<file path="config.mk">
export PLATFORM = sky130hd
export DESIGN_NAME = instr_decode_stage_flat
export DESIGN_NICKNAME = d
export VERILOG_FILES = /design/src/rtl/instr_pkg.sv /design/src/rtl/instr_decode_stage_if.sv /design/src/rtl/imm_gen.sv /design/src/rtl/instr_decode_stage.sv /design/src/flat_wrapper.sv
export SDC_FILE = /design/constraint.sdc
export NUM_CORES = 1
export LEC_CHECK = 0
export BUFFER_PORTS_ARGS = -buffer_cell sky130_fd_sc_hd__buf_2
export CAP_MARGIN = 20
export CORE_UTILIZATION = 55
export DETAILED_ROUTE_END_ITERATION = 16
export PLACE_DENSITY = 0.8
export SETUP_SLACK_MARGIN = 0.2
export SYNTH_ARGS = -nofsm -noshare
export SYNTH_HDL_FRONTEND = slang
export SYNTH_SLANG_ARGS = --single-unit
export TNS_END_PERCENT = 10
</file>
<file path="constraint.sdc">
create_clock -name clk -period 2.4 [get_ports clk]
set_input_delay 0.12 -clock clk [delete_from_list [all_inputs] [get_ports clk]]
set_output_delay 0.12 -clock clk [all_outputs]
set_load 0.05 [all_outputs]
</file>
<file path="src/rtl/instr_pkg.sv">
// ----------------------------------------------------------------------------
// instr_pkg
//   Shared RV32I decode definitions: major opcode values, immediate-format
//   codes and the bit positions of the fixed instruction fields.
//   No ports (package).
// ----------------------------------------------------------------------------
package instr_pkg;

    // Major opcodes (instr[6:0]) recognised by the decode stage
    localparam logic [6:0] OP_LOAD   = 7'b0000011;
    localparam logic [6:0] OP_IMM    = 7'b0010011;
    localparam logic [6:0] OP_JALR   = 7'b1100111;
    localparam logic [6:0] OP_SYSTEM = 7'b1110011;
    localparam logic [6:0] OP_STORE  = 7'b0100011;
    localparam logic [6:0] OP_BRANCH = 7'b1100011;
    localparam logic [6:0] OP_LUI    = 7'b0110111;
    localparam logic [6:0] OP_AUIPC  = 7'b0010111;
    localparam logic [6:0] OP_JAL    = 7'b1101111;
    localparam logic [6:0] OP_REG    = 7'b0110011;

    // Immediate format reported alongside the decoded instruction
    typedef enum logic [2:0] {
        IMM_NONE = 3'd0,
        IMM_I    = 3'd1,
        IMM_S    = 3'd2,
        IMM_B    = 3'd3,
        IMM_U    = 3'd4,
        IMM_J    = 3'd5
    } imm_type_e;

    // Field positions inside the 32-bit instruction word
    localparam int unsigned OP_LSB   = 0;
    localparam int unsigned RD_LSB   = 7;
    localparam int unsigned F3_LSB   = 12;
    localparam int unsigned RS1_LSB  = 15;
    localparam int unsigned RS2_LSB  = 20;
    localparam int unsigned F7_LSB   = 25;
    localparam int unsigned F7B5_BIT = 30;
    localparam int unsigned OPB5_BIT = 5;

endpackage

</file>
<file path="src/rtl/instr_decode_stage_if.sv">
// ----------------------------------------------------------------------------
// instr_decode_stage_if
//   Handshake and data bundle around the decode stage.
//   master : fetch/downstream environment (drives flush, in_*, out_ready)
//   slave  : the decode stage itself (drives in_ready, out_*, decoded fields)
//   Signals: flush, in_valid, in_ready, in_instr[31:0], in_pc[PC_W-1:0],
//            out_valid, out_ready, out_pc, op, rd, funct3, rs1, rs2, funct7,
//            funct7b5, opb5, imm[XLEN-1:0], imm_type[2:0], illegal
// ----------------------------------------------------------------------------
interface instr_decode_stage_if #(
    parameter int unsigned XLEN = 32,
    parameter int unsigned PC_W = 32
);
    logic            flush;
    logic            in_valid;
    logic            in_ready;
    logic [31:0]     in_instr;
    logic [PC_W-1:0] in_pc;
    logic            out_valid;
    logic            out_ready;
    logic [PC_W-1:0] out_pc;
    logic [6:0]      op;
    logic [4:0]      rd;
    logic [2:0]      funct3;
    logic [4:0]      rs1;
    logic [4:0]      rs2;
    logic [6:0]      funct7;
    logic            funct7b5;
    logic            opb5;
    logic [XLEN-1:0] imm;
    logic [2:0]      imm_type;
    logic            illegal;

    modport master (
        output flush, in_valid, in_instr, in_pc, out_ready,
        input  in_ready, out_valid, out_pc, op, rd, funct3, rs1, rs2,
               funct7, funct7b5, opb5, imm, imm_type, illegal
    );

    modport slave (
        input  flush, in_valid, in_instr, in_pc, out_ready,
        output in_ready, out_valid, out_pc, op, rd, funct3, rs1, rs2,
               funct7, funct7b5, opb5, imm, imm_type, illegal
    );
endinterface

</file>
<file path="src/rtl/imm_gen.sv">
// ----------------------------------------------------------------------------
// imm_gen
//   Combinational immediate generator / format classifier for RV32I.
//   instr    in  32    raw instruction word
//   imm      out XLEN  sign-extended immediate, 0 for R-type and illegal
//   imm_type out       immediate format (IMM_NONE for R-type and illegal)
//   illegal  out 1     opcode not supported or instr[1:0] != 2'b11
// ----------------------------------------------------------------------------
module imm_gen
    import instr_pkg::*;
#(
    parameter int unsigned XLEN = 32
) (
    input  logic [31:0]     instr,
    output logic [XLEN-1:0] imm,
    output imm_type_e       imm_type,
    output logic            illegal
);

    logic [31:0] imm32;

    always_comb begin
        imm32    = '0;
        imm_type = IMM_NONE;
        illegal  = 1'b0;
        if (instr[1:0] != 2'b11) begin
            illegal = 1'b1;
        end else begin
            case (instr[6:0])
                OP_LOAD, OP_IMM, OP_JALR, OP_SYSTEM: begin
                    imm_type = IMM_I;
                    imm32    = {{20{instr[31]}}, instr[31:20]};
                end
                OP_STORE: begin
                    imm_type = IMM_S;
                    imm32    = {{20{instr[31]}}, instr[31:25], instr[11:7]};
                end
                OP_BRANCH: begin
                    imm_type = IMM_B;
                    imm32    = {{19{instr[31]}}, instr[31], instr[7],
                                instr[30:25], instr[11:8], 1'b0};
                end
                OP_LUI, OP_AUIPC: begin
                    imm_type = IMM_U;
                    imm32    = {instr[31:12], 12'b0};
                end
                OP_JAL: begin
                    imm_type = IMM_J;
                    imm32    = {{11{instr[31]}}, instr[31], instr[19:12],
                                instr[20], instr[30:21], 1'b0};
                end
                OP_REG: begin
                    imm_type = IMM_NONE;
                end
                default: begin
                    illegal = 1'b1;
                end
            endcase
        end
    end

    // All formats are built as 32-bit values; a signed width cast widens to 64.
    assign imm = XLEN'($signed(imm32));

endmodule

</file>
<file path="src/rtl/instr_decode_stage.sv">
// ----------------------------------------------------------------------------
// instr_decode_stage
//   Registered RV32I decode stage between fetch and register-file read.
//   Decodes on the input path and registers fields, immediate, format and
//   illegal flag together with the PC. Valid/ready on both sides, with an
//   optional two-entry skid buffer (SKID=1) that makes in_ready a flop.
//   clk   in  rising-edge clock
//   rst_n in  asynchronous active-low reset
//   bus   slave side of instr_decode_stage_if (handshakes, fields, flush)
// ----------------------------------------------------------------------------
module instr_decode_stage
    import instr_pkg::*;
#(
    parameter int unsigned XLEN = 32,
    parameter int unsigned PC_W = 32,
    parameter int unsigned SKID = 1
) (
    input  logic                  clk,
    input  logic                  rst_n,
    instr_decode_stage_if.slave   bus
);

    typedef struct packed {
        logic [31:0]     instr;
        logic [PC_W-1:0] pc;
        logic [XLEN-1:0] imm;
        imm_type_e       imm_type;
        logic            illegal;
    } entry_t;

    logic [XLEN-1:0] dec_imm;
    imm_type_e       dec_type;
    logic            dec_ill;
    entry_t          in_e;
    entry_t          out_q;
    logic            out_valid_q;
    logic            in_ready_w;
    logic            accept;
    logic            stall;

    imm_gen #(.XLEN(XLEN)) u_imm_gen (
        .instr    (bus.in_instr),
        .imm      (dec_imm),
        .imm_type (dec_type),
        .illegal  (dec_ill)
    );

    always_comb begin
        in_e = '{instr: bus.in_instr, pc: bus.in_pc, imm: dec_imm,
                 imm_type: dec_type, illegal: dec_ill};
    end

    assign accept = bus.in_valid & in_ready_w;
    assign stall  = out_valid_q & ~bus.out_ready;

    generate
        if (SKID != 0) begin : g_skid
            entry_t skid_q;
            logic   skid_valid_q;
            logic   ready_q;

            // The skid slot only ever fills while the output is stalled and is
            // drained first whenever the output frees up, so it can never be
            // occupied with the output register empty.
            always_ff @(posedge clk or negedge rst_n) begin
                if (!rst_n) begin
                    out_valid_q  <= 1'b0;
                    out_q        <= '0;
                    skid_valid_q <= 1'b0;
                    skid_q       <= '0;
                    ready_q      <= 1'b0;
                end else if (bus.flush) begin
                    out_valid_q  <= 1'b0;
                    skid_valid_q <= 1'b0;
                    ready_q      <= 1'b1;
                end else begin
                    if (!stall) begin
                        if (skid_valid_q) begin
                            out_q        <= skid_q;
                            out_valid_q  <= 1'b1;
                            skid_valid_q <= 1'b0;
                        end else if (accept) begin
                            out_q       <= in_e;
                            out_valid_q <= 1'b1;
                        end else begin
                            out_valid_q <= 1'b0;
                        end
                    end else if (accept) begin
                        skid_q       <= in_e;
                        skid_valid_q <= 1'b1;
                    end
                    // in_ready next = skid slot empty after this edge
                    ready_q <= !(stall && (skid_valid_q || accept));
                end
            end

            assign in_ready_w = ready_q;
        end else begin : g_noskid
            logic live_q;

            always_ff @(posedge clk or negedge rst_n) begin
                if (!rst_n) begin
                    live_q <= 1'b0;
                end else begin
                    live_q <= 1'b1;
                end
            end

            always_ff @(posedge clk or negedge rst_n) begin
                if (!rst_n) begin
                    out_valid_q <= 1'b0;
                    out_q       <= '0;
                end else if (bus.flush) begin
                    out_valid_q <= 1'b0;
                end else if (accept) begin
                    out_q       <= in_e;
                    out_valid_q <= 1'b1;
                end else if (!stall) begin
                    out_valid_q <= 1'b0;
                end
            end

            assign in_ready_w = live_q & (~out_valid_q | bus.out_ready);
        end
    endgenerate

    assign bus.in_ready  = in_ready_w;
    assign bus.out_valid = out_valid_q;
    assign bus.out_pc    = out_q.pc;
    assign bus.op        = out_q.instr[OP_LSB +: 7];
    assign bus.rd        = out_q.instr[RD_LSB +: 5];
    assign bus.funct3    = out_q.instr[F3_LSB +: 3];
    assign bus.rs1       = out_q.instr[RS1_LSB +: 5];
    assign bus.rs2       = out_q.instr[RS2_LSB +: 5];
    assign bus.funct7    = out_q.instr[F7_LSB +: 7];
    assign bus.funct7b5  = out_q.instr[F7B5_BIT];
    assign bus.opb5      = out_q.instr[OPB5_BIT];
    assign bus.imm       = out_q.imm;
    assign bus.imm_type  = out_q.imm_type;
    assign bus.illegal   = out_q.illegal;

endmodule
</file>
<file path="src/flat_wrapper.sv">
// flat-port wrapper written by rule: the top's interface ports become plain ports
module instr_decode_stage_flat import instr_pkg::*;
#(
    parameter int unsigned XLEN = 32,
    parameter int unsigned PC_W = 32,
    parameter int unsigned SKID = 1
)
  (clk, rst_n, bus_flush, bus_in_valid, bus_in_instr, bus_in_pc, bus_out_ready, bus_in_ready, bus_out_valid, bus_out_pc, bus_op, bus_rd, bus_funct3, bus_rs1, bus_rs2, bus_funct7, bus_funct7b5, bus_opb5, bus_imm, bus_imm_type, bus_illegal);
  instr_decode_stage_if #(.XLEN(XLEN), .PC_W(PC_W)) bus_i ();
  input  logic clk;
  input  logic rst_n;
  input wire logic [$bits(bus_i.flush)-1:0] bus_flush;
  input wire logic [$bits(bus_i.in_valid)-1:0] bus_in_valid;
  input wire logic [$bits(bus_i.in_instr)-1:0] bus_in_instr;
  input wire logic [$bits(bus_i.in_pc)-1:0] bus_in_pc;
  input wire logic [$bits(bus_i.out_ready)-1:0] bus_out_ready;
  output wire logic [$bits(bus_i.in_ready)-1:0] bus_in_ready;
  output wire logic [$bits(bus_i.out_valid)-1:0] bus_out_valid;
  output wire logic [$bits(bus_i.out_pc)-1:0] bus_out_pc;
  output wire logic [$bits(bus_i.op)-1:0] bus_op;
  output wire logic [$bits(bus_i.rd)-1:0] bus_rd;
  output wire logic [$bits(bus_i.funct3)-1:0] bus_funct3;
  output wire logic [$bits(bus_i.rs1)-1:0] bus_rs1;
  output wire logic [$bits(bus_i.rs2)-1:0] bus_rs2;
  output wire logic [$bits(bus_i.funct7)-1:0] bus_funct7;
  output wire logic [$bits(bus_i.funct7b5)-1:0] bus_funct7b5;
  output wire logic [$bits(bus_i.opb5)-1:0] bus_opb5;
  output wire logic [$bits(bus_i.imm)-1:0] bus_imm;
  output wire logic [$bits(bus_i.imm_type)-1:0] bus_imm_type;
  output wire logic [$bits(bus_i.illegal)-1:0] bus_illegal;
  assign bus_i.flush = bus_flush;
  assign bus_i.in_valid = bus_in_valid;
  assign bus_i.in_instr = bus_in_instr;
  assign bus_i.in_pc = bus_in_pc;
  assign bus_i.out_ready = bus_out_ready;
  assign bus_in_ready = bus_i.in_ready;
  assign bus_out_valid = bus_i.out_valid;
  assign bus_out_pc = bus_i.out_pc;
  assign bus_op = bus_i.op;
  assign bus_rd = bus_i.rd;
  assign bus_funct3 = bus_i.funct3;
  assign bus_rs1 = bus_i.rs1;
  assign bus_rs2 = bus_i.rs2;
  assign bus_funct7 = bus_i.funct7;
  assign bus_funct7b5 = bus_i.funct7b5;
  assign bus_opb5 = bus_i.opb5;
  assign bus_imm = bus_i.imm;
  assign bus_imm_type = bus_i.imm_type;
  assign bus_illegal = bus_i.illegal;
  instr_decode_stage #(.XLEN(XLEN), .PC_W(PC_W), .SKID(SKID)) u_core (.clk(clk), .rst_n(rst_n), .bus(bus_i));
endmodule
</file>
==> summary.md, run 1 <==
| Metric | Value |
|---|---|
| Status | `finished clean` |
| First-pass GRT wire length | `36.9 mm` |
| Post-Syn Area | `0.00886 mm^2` |
| Simple-gate area share of the yosys netlist | `0.189` |
| Sequential element share of the synthesized area | `0.573` |
| Largest net degree at the start of global routing | `86` |
| Crit Path Category | `flip-flop to flip-flop` |
| MaxCap Viol Count | `0` |
| Area contributors post-synth | `dfrtp_1 57%, nand2_1 12%, mux2i_1 7.6%` |
| # port buffers | `172` |
| Final hold slack | `0.0495 ns` |
| All-Layer GR Usage | `0.279` |
| Synth cell types | `55` |
| Least-Margin Pin Slew | `0.946 ns` |
| Hpwl dp | `13.6 mm` |
| N_diodes | `0` |
| First-pass detailed-route iteration total | `5` |
| Leading area contributor after synthesis | `dfrtp_1` |
| Ys flop type | `dfrtp_1` |
| Post-DRT Antenna Nets | `0` |
| CP endpoint kind | `flip-flop` |
| Final net count | `1199` |
| Internal power | `6.68 mW` |
| Avg Inst Size Synth | `9.60 um^2` |
| Number of global-route vias before repair | `7398` |
| Period minus WS final | `2.01 ns` |
| Switching power | `3.42 mW` |
| Final instance count without filler cells | `1362` |
| # DRC | `0` |
| Worst-skew pair later-pin latency | `0.49 ns` |
| Area grow syn2layout | `27.2%` |
| Combinational Power Share | `0.241` |
| CTS tree | `done` |
| Post-CTS setup buffers | `0` |
| Yosys reg bits | `203` |
| Die Span Y | `129 um` |
| Final setup viols | `0` |
| Die Area | `0.0166 mm^2` |
| Compound-cell area share of the yosys netlist | `0.120` |
| Initial antenna violation count | `0` |
| Final period util | `0.837` |
| Synth top cells by count | `285 x nand2_1, 203 x dfrtp_1, 68 x o21ai_1` |
| Warnings from Yosys | `0` |
| Post-synth EDFFs | `0` |
| DRT iter0 DRCs | `609` |
| Worst slew margin | `0.369` |
| Row count | `46` |
| Maximum VDD drop | `0.508 mV` |
| Remaining Overflow, GRT | `0` |
| Pwr Density | `897 mW/mm^2` |
| Layout cells sized above 1 | `0.206` |
| Mux contribution to synthesized area | `0.0769` |
| Ys async rst share | `1.00` |
| CTS Buffer Depth | `3` |
| Chip width | `129 um` |
| Power share of the sequential group | `0.432` |
| Core box area | `0.0158 mm^2` |
| Post-Syn Instances | `923` |
| Leakage | `5.41 nW` |
| Clock transition at path regs | `0.06 ns` |
| Worst path arrival time | `2.39 ns` |
| Gpl congestion | `0.781` |
| Crit Path Max Fanout | `59` |
| Total Neg Setup Slack | `0 ns` |
| RSZ-0062 raised after global routing | `no` |
| Final Skew | `0.00833 ns` |
| Clock sinks | `203` |
| Xor-xnor portion of the synthesized cell area | `0.000988` |
| Final hold violations | `0` |
| Main combinational cell family by area after synthesis | `simple AND/OR/NAND/NOR gates` |
| Top cell type's share of synthesized area | `0.573` |
| Mapped Nets | `992` |
| Starting density of the core | `0.560` |
| Setup crit start kind | `flip-flop` |
| Max-slew violation count | `0` |
| # H-tree levels | `1` |
| Post-Synth Adder-Cell Area | `0` |
| Most frequent cell after synthesis | `nand2_1` |
| Worst path required time | `2.78 ns` |
| Power share of the clock group | `0.328` |
| Min-Delay Path Class | `primary input to flip-flop` |
| Placed Cells | `1257` |
| CTS root buffer | `clkbuf_16` |
| DR vias/cell | `5.49` |
| Highest clock rate | `498 MHz` |
| IO Count | `173` |
| Total CTS buffers | `22` |
| Switch share | `0.339` |
| DR WL/cell | `16.5 um` |
| Total routed wirelength | `22.5 mm` |
| DR vias | `7483` |
-- cell type report --
type | instances | area [um^2]
well taps | 216 | 270
clock inverters | 10 | 77.6
flip-flops and latches | 203 | 5080
inverters | 10 | 37.5
fillers | 1224 | 4560
multi-input cells | 639 | 3450
clock buffers | 30 | 642
repair buffers | 254 | 1710
-- metal layers --
metal,GRT usage,wire (um)
met1,0.379,9930
met2,0.458,10800
met3,0.0428,1160
met5,0,0
met4,0.104,664
-- power by group through the flow --
stage,clock (mW),sequential [mW],combinational (mW)
after CTS,3.36,4.36,2.44
after global placement,0,4.38,2.29
final,3.31,4.36,2.43
after floorplan,0,5.33,0.730
after global routing,3.51,4.43,2.64
after detailed placement,0,4.41,2.34
-- cells by family (layout without fill, tap and decap cells) --
logic type	count (synthesis)	in the layout
AO/OA/AOI/OAI	173	173
XOR/XNOR	1	1
buffers and inverters	81	304
flip-flops	203	203
multiplexers	68	68
AND/OR/NAND/NOR	397	397
-- worst max-delay path, stage by stage, from the launching register on --
cell and delay, ns:
dfrtp_4 0.60, buf_4 0.79, o21ai_0 0.20, mux2_2 0.29
-- repair_timing --
action / in CTS / in global routing
hold buffers: 65 / 0
endpoints found under the setup margin: 0 / 7
endpoints found under the hold margin: 225 / 0
resized for setup: 0 / 1
-- path summary, 6_finish.rpt --
| kind | cells after the start | end | slack (ns) | startpoint |
|---|---|---|---|---|
| max | 3 | u_core.bus.imm_type[0] | 0.39 | u_core.g_skid.skid_valid_q |
| min | 3 | u_core.bus.out_valid | 0.05 | bus_in_valid |
| max reg2reg | 3 | u_core.bus.imm_type[0] | 0.39 | u_core.g_skid.skid_valid_q |
| min reg2reg | 2 | u_core.bus.out_pc[14] | 0.47 | u_core.bus.out_pc[14] |
| max in group asynchronous | 3 | u_core.bus.out_pc[0] | 1.50 | rst_n |
| min in group asynchronous | 2 | u_core.g_skid.skid_q[91] | 0.16 | rst_n |
-- placed cells by master, fill, tap and decap left out, drive strengths merged, types with 2 or more instances in the layout --
master / synthesis / final
o221ai: 7 / 7
o211ai: 2 / 2
nand4: 3 / 3
nor4: 8 / 8
nor3: 15 / 15
nand2b: 2 / 2
dlygate4sd3: 0 / 65
nand2: 285 / 285
and2: 4 / 4
a211oi: 12 / 12
dfrtp: 203 / 203
nand3: 21 / 21
clkinv: 0 / 8
inv: 10 / 10
o21bai: 7 / 7
or3: 2 / 2
and4b: 2 / 2
a31oi: 22 / 22
a221o: 8 / 8
mux2i: 67 / 67
nor2: 45 / 45
a21oi: 25 / 25
buf: 25 / 188
o21ai: 78 / 78
nor2b: 2 / 2
clkbuf: 46 / 31
a21boi: 2 / 2
-- registers in the layout (all words and copies together) (netlist names), 3 cells and up --
signal	flops
u_core.bus.imm	32
u_core.bus.funct3	3
u_core.bus.rd	5
u_core.bus.rs2	5
u_core.bus.funct7	7
u_core.bus.imm_type	3
u_core.bus.rs1	5
u_core.g_skid.skid_q	100
u_core.bus.op	7
u_core.bus.out_pc	32
-- through the flow --
| stage | power, mW | cell area (um^2) | setup slack (ns) | utilization |
|---|---|---|---|---|
| 2_1_floorplan | 6.07 | 8860 | 0.384 | - |
| 3_3_place_gp | 6.67 | 9900 | 0.426 | 0.625 |
| 3_5_place_dp | 6.76 | 9900 | 0.323 | 0.625 |
| 4_1_cts | 10.2 | 11300 | 0.298 | 0.712 |
| 5_1_grt | 10.6 | 11300 | 0.296 | 0.712 |
| 6_report | 10.1 | 11300 | 0.391 | 0.712 |
Note: power is estimated with default switching activity, not from simulation.
==> run 2, diff against run 1 <==
Settings changed: CORE_UTILIZATION 55 to 50, PLACE_DENSITY 0.8 to 0.76.
Clock period 2.4 ns to 1.71 ns, I/O delays scaled along.
==> run 2 against run 1 <==
Die area rose by 9.8%. Clock skew grew 0.0026 ns. Non-clock buffer count increased by 43. Total power increased by 43%. Register-to-register slack worse by 0.35 ns. Design area rose by 5.5%. First-iteration DRC count up 3.3%.
==> summary.md, run 2 (synthesized netlist as in run 1, its figures left out) <==
| Metric | Value |
|---|---|
| FILL cells | `1298` |
| Final instance count without filler cells | `1417` |
| Total routed wirelength | `24.9 mm` |
| Worst path arrival time | `2.04 ns` |
| Clock transition at path regs | `0.06 ns` |
| Clock sinks | `203` |
| CP endpoint kind | `flip-flop` |
| N_diodes | `0` |
| Total power | `14.4 mW` |
| Most common cell after layout, fill and taps aside | `nand2_1` |
| Number of global-route vias before repair | `7779` |
| CTS Buffer Depth | `3` |
| FF-to-FF setup slack | `0.04 ns` |
| Period minus WS final | `1.67 ns` |
| DRT iter0 DRCs | `629` |
| CP most frequent cell | `buf_4` |
| Reg2Reg Launch Point | `u_core.bus.out_valid` |
| Placement Setup Slack | `0.00162 ns` |
| Gpl congestion | `0.827` |
| Critical path origin | `u_core.bus.out_valid` |
| Final net count | `1246` |
| IO Count | `173` |
| Starting density of the core | `0.513` |
| DR WL/cell | `17.6 um` |
| Worst-skew pair later-pin latency | `0.49 ns` |
| Final setup viols | `0` |
| Status | `finished clean` |
| Placed Cells | `1288` |
| All-Layer GR Usage | `0.275` |
| Hold Path Origin | `bus_in_instr[5]` |
| Die Span Y | `135 um` |
| # DRC | `0` |
| Least-Margin Pin Slew | `0.557 ns` |
| # H-tree levels | `1` |
| DR vias/cell | `5.60` |
| Core box area | `0.0173 mm^2` |
| Worst Reg2Reg Path Length in Cells | `7` |
| Most frequent cells in the layout | `283 x nand2_1, 200 x dfrtp_1, 171 x buf_2, 68 x o21ai_1, 67 x mux2i_1` |
| Hold endpoint | `u_core.bus.op[5]` |
| Post-DRT Antenna Nets | `0` |
| Area grow syn2layout | `34.2%` |
| RSZ-0062 raised after global routing | `yes` |
| Crit-path max cell delay | `0.42 ns` |
| First-pass GRT wire length | `39.7 mm` |
| MaxCap Viol Count | `0` |
| Most flops, register | `u_core.g_skid.skid_q` |
| Max reg flops | `100` |
| Crit Path Max Fanout | `9` |
| Slowest library cell on the worst path | `dfrtp_2` |
| Reg2reg end | `u_core.g_skid.skid_q[16]` |
| Largest net degree at the start of global routing | `68` |
| First-pass detailed-route iteration total | `5` |
| Worst hold stages | `3` |
| Max-slew violation count | `0` |
| Critical path cell sequence | `nand2b_1 > buf_4 > nor3_4 > buf_6 > and2_1 > buf_4 > a221o_1` |
| Initial antenna violation count | `0` |
| Hpwl dp | `14.8 mm` |
| Final hold slack | `0.0309 ns` |
| Maximum VDD drop | `0.803 mV` |
| Pwr Density | `1210 mW/mm^2` |
| Row count | `48` |
| Setup crit start kind | `flip-flop` |
| Final period util | `0.975` |
| Worst setup slack after layout | `0.0433 ns` |
| Chip width | `135 um` |
| Remaining Overflow, GRT | `0` |
| Total Neg Setup Slack | `0 ns` |
| Worst slew margin | `0.628` |
| Min-Delay Path Class | `primary input to flip-flop` |
| # port buffers | `172` |
| CTS root buffer | `clkbuf_16` |
| Highest clock rate | `600 MHz` |
| Worst path required time | `2.08 ns` |
| DR vias | `7933` |
| Final Skew | `0.0109 ns` |
| Crit Path Category | `flip-flop to flip-flop` |
| Die Area | `0.0183 mm^2` |
| Layout cells sized above 1 | `0.247` |
| CTS tree | `done` |
| Final hold violations | `0` |
| Leakage | `5.73 nW` |
| Total CTS buffers | `22` |
-- run 2: cell types whose count changed in the layout (fill, tap and decap cells not counted), moves of 3 or more --
cell | previous run | this run
o221ai_1 | 7 | 0
buf_4 | 11 | 40
clkinv_2 | 8 | 3
buf_6 | 1 | 10
o221ai_2 | 0 | 7
clkbuf_1 | 3 | 6
or3_4 | 2 | 5
-- run 2: final cells by class --
type                            instances  area, um^2  share of cell area
Timing Repair Buffer                  297        2180               0.183
Multi-Input combinational cell        643        3590               0.302
Clock buffer                           34         667              0.0561
Clock inverter                          5        53.8             0.00452
Tap cell                              225         282              0.0237
Inverter                               10        40.0             0.00337
Sequential cell                       203        5090               0.428
-- run 2: worst max path at each step --
| stage | end | slack, ns |
|---|---|---|
| 5_1_grt | u_core.g_skid.skid_q[16] | 0.01 |
| 4_1_cts | u_core.bus.imm[26] | 0.09 |
| 2_1_floorplan | u_core.bus.imm[31] | -0.16 |
| 3_5_place_dp | u_core.bus.imm[13] | 0.002 |
| 3_3_place_gp | u_core.g_skid.skid_q[86] | 0.08 |
| 6_report | u_core.g_skid.skid_q[16] | 0.04 |
-- run 2: report_power, final --
part,internal [mW],switching [mW],total [mW],leakage [nW]
Clock,2.83,1.86,4.68,0.356
Sequential,5.66,0.477,6.14,2.54
Combinational,1.06,2.54,3.60,2.83
Total,9.55,4.88,14.4,5.73
-- run 2: per-layer routing --
metal  share of wire  wire length, um  up-vias  GRT usage
met5               0                0        -          0
li1                -                -     3659          -
met4           0.030              756        0      0.106
met1            0.42            10600     3854      0.363
met3           0.070             1740       62     0.0490
met2            0.47            11800      358      0.452
-- run 2: through the flow --
stage / cell area (um^2) / utilization
CTS: 11800 / 0.682
global placement: 10100 / 0.584
global route: 11900 / 0.688
finish: 11900 / 0.688
detailed placement: 10100 / 0.584
floorplan: 8930 / -
-- run 2: timing repair --
item                                   CTS  global route
setup buffers                            8             7
endpoints found under the hold margin  238             0
gates resized for setup                 25             9
setup endpoints to repair              156           197
cloned                                   8             2
hold buffers                            65             0
pin swaps                                2             3
-- run 2: critical path, delay by kind of cell (launching register included) --
kind            cells  cell delay, ns
flops               1            0.42
buf+inv             3            0.49
compound gates      1            0.30
simple gates        3            0.34
